$ cat src/rtl/zacore_scoreboard_if.sv
// Decode/writeback handshake bundle for the register-hazard scoreboard.
// The master side is decode plus writeback; the slave side is the scoreboard.
interface zacore_scoreboard_if #(
  parameter int REG_IDX_W = 5,
  parameter int OUT_W     = 8
);
  logic                 i_issue_valid;
  logic [REG_IDX_W-1:0] i_issue_rs1;
  logic                 i_issue_rs1_used;
  logic [REG_IDX_W-1:0] i_issue_rs2;
  logic                 i_issue_rs2_used;
  logic [REG_IDX_W-1:0] i_issue_rd;
  logic                 i_issue_rd_used;
  logic                 i_stall;
  logic                 o_issue_stall;
  logic                 i_wb_valid;
  logic [REG_IDX_W-1:0] i_wb_rd;
  logic                 i_invalidate;
  logic                 o_busy;
  logic [OUT_W-1:0]     o_outstanding;
  logic                 o_err;

  modport master (
    output i_issue_valid, i_issue_rs1, i_issue_rs1_used, i_issue_rs2,
           i_issue_rs2_used, i_issue_rd, i_issue_rd_used, i_stall,
           i_wb_valid, i_wb_rd, i_invalidate,
    input  o_issue_stall, o_busy, o_outstanding, o_err
  );

  modport slave (
    input  i_issue_valid, i_issue_rs1, i_issue_rs1_used, i_issue_rs2,
           i_issue_rs2_used, i_issue_rd, i_issue_rd_used, i_stall,
           i_wb_valid, i_wb_rd, i_invalidate,
    output o_issue_stall, o_busy, o_outstanding, o_err
  );
endinterface

$ cat src/rtl/zacore_scoreboard.sv
// Register-hazard scoreboard and issue controller for the Zacore decode stage.
// Tracks pending destination writes per register, raises a combinational
// stall on RAW hazards or counter saturation, and holds decode after an
// invalidate until every in-flight write has retired.

// Per-register pending-write counter. Callers guarantee inc never hits a
// saturated counter and dec never hits an empty one.
module zacore_scoreboard_cnt #(
  parameter int CNT_W = 2
) (
  input  logic             i_clk,
  input  logic             i_rst,
  input  logic             i_inc,
  input  logic             i_dec,
  output logic [CNT_W-1:0] o_cnt
);
  // Simultaneous inc and dec cancel out.
  always_ff @(posedge i_clk) begin
    if (i_rst)               o_cnt <= '0;
    else if (i_inc && !i_dec) o_cnt <= o_cnt + 1'b1;
    else if (i_dec && !i_inc) o_cnt <= o_cnt - 1'b1;
  end
endmodule

module zacore_scoreboard #(
  parameter int NUM_REGS  = 32,
  parameter int REG_IDX_W = 5,
  parameter int CNT_W     = 2,
  parameter int OUT_W     = 8
) (
  input  logic                i_clk,
  input  logic                i_rst,
  zacore_scoreboard_if.slave  sb
);
  localparam logic [0:0] RUN   = 1'b0;
  localparam logic [0:0] DRAIN = 1'b1;

  // Entry 0 is tied to zero so r0 never looks busy or saturated.
  logic [NUM_REGS-1:0][CNT_W-1:0] cnt;
  logic [OUT_W-1:0]               total, total_nxt;
  logic [0:0]                     fsm;
  logic                           err, busy;

  logic rs1_haz, rs2_haz, rd_sat, haz;
  logic fire, inc, wb_hit, dec, err_set;

  assign cnt[0] = '0;

  // Hazards use registered counts only: a retire this cycle does not
  // release a stall until the next cycle.
  assign rs1_haz = sb.i_issue_rs1_used && (sb.i_issue_rs1 != '0) &&
                   (cnt[sb.i_issue_rs1] != '0);
  assign rs2_haz = sb.i_issue_rs2_used && (sb.i_issue_rs2 != '0) &&
                   (cnt[sb.i_issue_rs2] != '0);
  assign rd_sat  = sb.i_issue_rd_used && (sb.i_issue_rd != '0) &&
                   (&cnt[sb.i_issue_rd]);
  assign haz     = rs1_haz | rs2_haz | rd_sat;

  // Invalidate blocks the issue in its own cycle, before the FSM reacts.
  assign sb.o_issue_stall = sb.i_issue_valid &
                            (haz | (fsm == DRAIN) | sb.i_invalidate);

  assign fire    = sb.i_issue_valid & ~sb.o_issue_stall & ~sb.i_stall;
  assign inc     = fire & sb.i_issue_rd_used & (sb.i_issue_rd != '0);
  assign wb_hit  = sb.i_wb_valid & (sb.i_wb_rd != '0);
  assign dec     = wb_hit & (cnt[sb.i_wb_rd] != '0);
  assign err_set = wb_hit & (cnt[sb.i_wb_rd] == '0);

  // One counter per architectural register except r0.
  for (genvar g = 1; g < NUM_REGS; g++) begin : g_reg
    zacore_scoreboard_cnt #(.CNT_W(CNT_W)) u_cnt (
      .i_clk (i_clk),
      .i_rst (i_rst),
      .i_inc (inc && (sb.i_issue_rd == REG_IDX_W'(g))),
      .i_dec (dec && (sb.i_wb_rd == REG_IDX_W'(g))),
      .o_cnt (cnt[g])
    );
  end

  // Next total: issue and retire in the same cycle cancel.
  always_comb begin
    total_nxt = total;
    case ({inc, dec})
      2'b10:   total_nxt = total + 1'b1;
      2'b01:   total_nxt = total - 1'b1;
      default: total_nxt = total;
    endcase
  end

  // Outstanding count and its nonzero flag, both registered.
  always_ff @(posedge i_clk) begin
    if (i_rst) begin
      total <= '0;
      busy  <= 1'b0;
    end else begin
      total <= total_nxt;
      busy  <= (total_nxt != '0);
    end
  end

  // Sticky error on a retire to a register with nothing pending.
  always_ff @(posedge i_clk) begin
    if (i_rst)        err <= 1'b0;
    else if (err_set) err <= 1'b1;
  end

  // Recovery sequencing: leave DRAIN only once nothing is in flight and
  // no new invalidate is arriving.
  always_ff @(posedge i_clk) begin
    if (i_rst) begin
      fsm <= RUN;
    end else begin
      case (fsm)
        RUN:     if (sb.i_invalidate) fsm <= DRAIN;
        DRAIN:   if (!sb.i_invalidate && (total == '0)) fsm <= RUN;
        default: fsm <= RUN;
      endcase
    end
  end

  assign sb.o_busy        = busy;
  assign sb.o_outstanding = total;
  assign sb.o_err         = err;
endmodule
$ cat src/flat_wrapper.sv
// flat-port wrapper written by rule: the top's interface ports become plain ports
module zacore_scoreboard_flat 
#(
  parameter int NUM_REGS  = 32,
  parameter int REG_IDX_W = 5,
  parameter int CNT_W     = 2,
  parameter int OUT_W     = 8
)
  (i_clk, i_rst, sb_i_issue_valid, sb_i_issue_rs1, sb_i_issue_rs1_used, sb_i_issue_rs2, sb_i_issue_rs2_used, sb_i_issue_rd, sb_i_issue_rd_used, sb_i_stall, sb_i_wb_valid, sb_i_wb_rd, sb_i_invalidate, sb_o_issue_stall, sb_o_busy, sb_o_outstanding, sb_o_err);
  zacore_scoreboard_if #(.REG_IDX_W(REG_IDX_W), .OUT_W(OUT_W)) sb_i ();
  input  logic i_clk;
  input  logic i_rst;
  input wire logic [$bits(sb_i.i_issue_valid)-1:0] sb_i_issue_valid;
  input wire logic [$bits(sb_i.i_issue_rs1)-1:0] sb_i_issue_rs1;
  input wire logic [$bits(sb_i.i_issue_rs1_used)-1:0] sb_i_issue_rs1_used;
  input wire logic [$bits(sb_i.i_issue_rs2)-1:0] sb_i_issue_rs2;
  input wire logic [$bits(sb_i.i_issue_rs2_used)-1:0] sb_i_issue_rs2_used;
  input wire logic [$bits(sb_i.i_issue_rd)-1:0] sb_i_issue_rd;
  input wire logic [$bits(sb_i.i_issue_rd_used)-1:0] sb_i_issue_rd_used;
  input wire logic [$bits(sb_i.i_stall)-1:0] sb_i_stall;
  input wire logic [$bits(sb_i.i_wb_valid)-1:0] sb_i_wb_valid;
  input wire logic [$bits(sb_i.i_wb_rd)-1:0] sb_i_wb_rd;
  input wire logic [$bits(sb_i.i_invalidate)-1:0] sb_i_invalidate;
  output wire logic [$bits(sb_i.o_issue_stall)-1:0] sb_o_issue_stall;
  output wire logic [$bits(sb_i.o_busy)-1:0] sb_o_busy;
  output wire logic [$bits(sb_i.o_outstanding)-1:0] sb_o_outstanding;
  output wire logic [$bits(sb_i.o_err)-1:0] sb_o_err;
  assign sb_i.i_issue_valid = sb_i_issue_valid;
  assign sb_i.i_issue_rs1 = sb_i_issue_rs1;
  assign sb_i.i_issue_rs1_used = sb_i_issue_rs1_used;
  assign sb_i.i_issue_rs2 = sb_i_issue_rs2;
  assign sb_i.i_issue_rs2_used = sb_i_issue_rs2_used;
  assign sb_i.i_issue_rd = sb_i_issue_rd;
  assign sb_i.i_issue_rd_used = sb_i_issue_rd_used;
  assign sb_i.i_stall = sb_i_stall;
  assign sb_i.i_wb_valid = sb_i_wb_valid;
  assign sb_i.i_wb_rd = sb_i_wb_rd;
  assign sb_i.i_invalidate = sb_i_invalidate;
  assign sb_o_issue_stall = sb_i.o_issue_stall;
  assign sb_o_busy = sb_i.o_busy;
  assign sb_o_outstanding = sb_i.o_outstanding;
  assign sb_o_err = sb_i.o_err;
  zacore_scoreboard #(.NUM_REGS(NUM_REGS), .REG_IDX_W(REG_IDX_W), .CNT_W(CNT_W), .OUT_W(OUT_W)) u_core (.i_clk(i_clk), .i_rst(i_rst), .sb(sb_i));
endmodule
$ cat config.mk
export PLATFORM = sky130hd
export DESIGN_NAME = zacore_scoreboard_flat
export DESIGN_NICKNAME = d
export VERILOG_FILES = /design/src/rtl/zacore_scoreboard_if.sv /design/src/rtl/zacore_scoreboard.sv /design/src/flat_wrapper.sv
export SDC_FILE = /design/constraint.sdc
export NUM_CORES = 1
export LEC_CHECK = 0
export ABC_CLOCK_PERIOD_IN_PS = 12300
export CAP_MARGIN = 20
export CORE_MARGIN = 3
export CORE_UTILIZATION = 35
export DETAILED_ROUTE_END_ITERATION = 8
export PLACE_DENSITY = 0.5
export SLEW_MARGIN = 20
export SYNTH_ARGS = -nofsm -noshare
export SYNTH_HDL_FRONTEND = slang
export SYNTH_SLANG_ARGS = --single-unit
$ cat constraint.sdc
create_clock -name i_clk -period 12.3 [get_ports i_clk]
set_clock_uncertainty 0.15 [all_clocks]
set_input_delay 2.46 -clock i_clk [delete_from_list [all_inputs] [get_ports i_clk]]
set_output_delay 2.46 -clock i_clk [all_outputs]
set_load 0.03 [all_outputs]
==> out/metrics.csv <==
stage;metric;value;unit
detailed_routing;ant_nets;0;
setup_path;cp-endpoint;sb_o_issue_stall;
detailed_routing;wl_met1;8190;um
floorplanning;dieArea;0.01778;sq mm
cts;post-cts-setup-buffer-count;0;
job;drv_cap;0;
pwr;leakage;2.368;nW
detailed_routing;wl;18080;um
global_routing;grt_usage;0.2069;
cts;cts_resized;0;
place;place_congestion;0.9131;
global_routing;grt_antenna_before_repair;0;
detailed_routing;wire_per_inst;19.80;um
cts;cts_tree;built;
global_routing;grt_pass1_vias;5112;
pwr;irDropWorstVdd;0.00007351;V
setup_path;crit_fanout;20;
logic_synthesis;synth_edf_count;0;
outcome;outcome;completed;
logic_synthesis;synth_top_area_frac;0.2575;
logic_synthesis;yosysWarnings;0;
cts;clkLatencyLatePin;350;ps
setup_path;rrSetupSlack;7780;ps
timing;hold_ws;352.4;ps
logic_synthesis;yosys_register_bits;73;
logic_synthesis;postSynthCellCount;680;
detailed_routing;top_layer_used;met4;
setup_path;critPathCaptureType;primary output;
floorplanning;pin_count;40;
place;numPortBuffers;39;
logic_synthesis;synth_ff_type;dfxtp_1;
global_routing;grt_pass1_wl;28640;um
cts;clock_path_buffers;2;
cts;clock-sinks;73;
setup_path;crit_type;input pin to primary output;
global_routing;overflow;0;
logic_synthesis;yosysMostFrequentCell;nor2_1;
timing;worstMarginPinSlew;1046;ps
setup_path;reg2reg_to;u_core.sb.o_busy$_SDFF_PP0_;
cts;cts_buffers;9;
finish;nNetsFinal;765;
logic_synthesis;synth_largest_area_cell;dfxtp_1;
logic_synthesis;synth_fp_nets;748;
cts;cts.clk_slew.worst_paths;60;ps
floorplanning;start_util;0.3652;
place;dpl.hpwl;13320;um
logic_synthesis;netlist-cell-type-count;67;
logic_synthesis;yosys-top-cells-area;dfxtp_1, xor2_1, ha_1;
timing;fin_tns_setup;0;ps
timing;slew_headroom;0.3007;
detailed_routing;num_vias;5292;
cts;postCtsHoldBufs;0;
finish;layout-drive-gt1-share;0.07692;
setup_path;crit_start;sb_i_issue_rd[0];
detailed_routing;via_per_inst;5.796;
timing;timing.final.crit_period;8595;ps
finish;final_util;0.4148;
timing;grt_setup_unrepaired;no;
floorplanning;die-width;133.3;um
logic_synthesis;synth_common_cells;nor2_1, dfxtp_1, xor2_1, a21oi_1, or3_1;
detailed_routing;drtIter0Drc;438;
setup_path;rr_startpoint;u_core.g_reg[28].u_cnt.o_cnt[0]$_SDFFE_PP0P_;
setup_path;crit_arrival;5990;ps
detailed_routing;drtPass1Iterations;5;
logic_synthesis;async_reset_ff_frac;0;
setup_path;cp.required;9690;ps
setup_path;r2r_cells;15;
timing;slew_violations;0;
floorplanning;num_rows;45;
pwr;powerDensity;91.02;mW/mm^2
setup_path;startpoint_type;input pin;
detailed_routing;wl_met2;8430;um
logic_synthesis;postSynthAreaPerCell;8.346;sq um
logic_synthesis;mappedNetlistArea;0.005675;sq mm
finish;area_delta_synth_final;13.58;%
timing;final-setup-viol-count;0;
timing;max_freq;116.3;MHz
timing;finalHoldViolations;0;
floorplanning;die_h;133.3;um
global_routing;grt_max_degree;74;
detailed_routing;route.met3.wl;1000;um
logic_synthesis;synth-seq-area-share;0.2575;
hold_path;min_path_type;flip-flop to flip-flop;
timing;period_share;0.6988;
cts;cts_max_level;3;
finish;antenna_cells;0;
floorplanning;coreArea;0.01554;sq mm
cts;clockRootBuffer;clkbuf_16;
detailed_routing;drcViolationCount;0;
worst max-delay path: stages:
cell and delay, ps:
clkdlybuf4s50_1 1010, inv_1 230, a21oi_1 190, a22oi_1 100, a2111oi_0 850, nor3_1 90, o21ai_0 230, and2_1 150
clkdlybuf4s50_1 660
cell type report:
| type | count | area, sq um |
|---|---|---|
| tap | 211 | 264.0 |
| multi-input combinational | 561 | 3996 |
| fill | 1611 | 9094 |
| sequential | 73 | 1461 |
| inverter | 10 | 40.04 |
| clock inverter | 2 | 12.51 |
| timing repair buffer | 42 | 407.9 |
| clock buffer | 14 | 264.0 |
state kept, by name (all words and copies together) (netlist names):
| name | cells |
|---|---|
| u_core.sb.o_busy | 1 |
| u_core.sb.o_err | 1 |
| u_core.fsm | 1 |
| u_core.sb.o_outstanding | 8 |
| u_core.g.u_cnt.o_cnt | 62 |
per-layer routing:
metal	vias up	global-route usage
met3	30	0.04079
li1	2515	-
met4	0	0.07029
met1	2598	0.2803
met2	149	0.3304
met5	-	0
power by group:
group	switching [mW]	internal, mW	leakage (nW)
clock network	0.103	0.148	0.133
registers	0.00467	0.240	0.589
logic	0.0554	0.0362	1.65
total	0.163	0.424	2.37
cell usage in the layout (no fill, tap or decap), types with 3 or more instances in the layout:
cell type / Yosys / layout
a2111oi_0: 3 / 3
a211oi_1: 6 / 6
a21oi_1: 50 / 50
a311oi_1: 4 / 4
buf_4: 0 / 3
clkbuf_1: 14 / 3
clkbuf_16: 0 / 9
clkdlybuf4s50_1: 0 / 38
dfxtp_1: 73 / 73
ha_1: 38 / 38
inv_1: 8 / 8
mux2_2: 5 / 5
mux2i_1: 14 / 14
mux4_2: 19 / 19
nand2_1: 22 / 22
nand2b_1: 8 / 8
nand3_1: 14 / 14
nand3b_1: 3 / 3
nand4_1: 4 / 4
nor2_1: 122 / 122
nor2b_1: 8 / 8
nor3_1: 14 / 14
nor3b_1: 4 / 4
nor4_1: 3 / 3
o211ai_1: 5 / 5
o21ai_0: 46 / 46
o22ai_1: 3 / 3
or3_1: 48 / 48
or4_1: 6 / 6
or4b_1: 5 / 5
xnor2_1: 3 / 3
xor2_1: 64 / 64
worst min path at each step:
stage	start	endpoint	slack, ps	cells past startpoint
detailed placement	u_core.sb.o_outstanding[2]$_SDFF_PP0_	u_core.sb.o_outstanding[2]$_SDFF_PP0_	340	2
floorplan	u_core.fsm$_SDFF_PP0_	u_core.fsm$_SDFF_PP0_	300	2
global placement	u_core.g_reg[29].u_cnt.o_cnt[1]$_SDFFE_PP0P_	u_core.g_reg[29].u_cnt.o_cnt[1]$_SDFFE_PP0P_	330	2
CTS	u_core.sb.o_outstanding[2]$_SDFF_PP0_	u_core.sb.o_outstanding[2]$_SDFF_PP0_	350	2
global route	u_core.g_reg[7].u_cnt.o_cnt[1]$_SDFFE_PP0P_	u_core.g_reg[7].u_cnt.o_cnt[1]$_SDFFE_PP0P_	380	2
finish	u_core.g_reg[29].u_cnt.o_cnt[1]$_SDFFE_PP0P_	u_core.g_reg[29].u_cnt.o_cnt[1]$_SDFFE_PP0P_	350	2
kinds of logic after synthesis:
kind of cell               synth area share
AOI/OAI and AO/OA                    0.1539
buffers and inverters               0.03836
adders and majority gates           0.08730
xor gates and xnor gates             0.1034
muxes                                0.1100
DFF                                  0.2575
and+or+nand+nor                      0.2496
through the flow:
stage | power, mW | area [sq um] | instances | setup slack [ps]
2_1_floorplan | 0.3088 | 5675 | 680 | 5217
3_3_place_gp | 0.3406 | 6170 | 897 | 3717
3_5_place_dp | 0.3414 | 6170 | 897 | 3685
4_1_cts | 0.5938 | 6446 | 913 | 3681
5_1_grt | 0.6138 | 6446 | 913 | 3321
6_report | 0.5867 | 6446 | 913 | 3705
(Power assumes the default switching activity.)
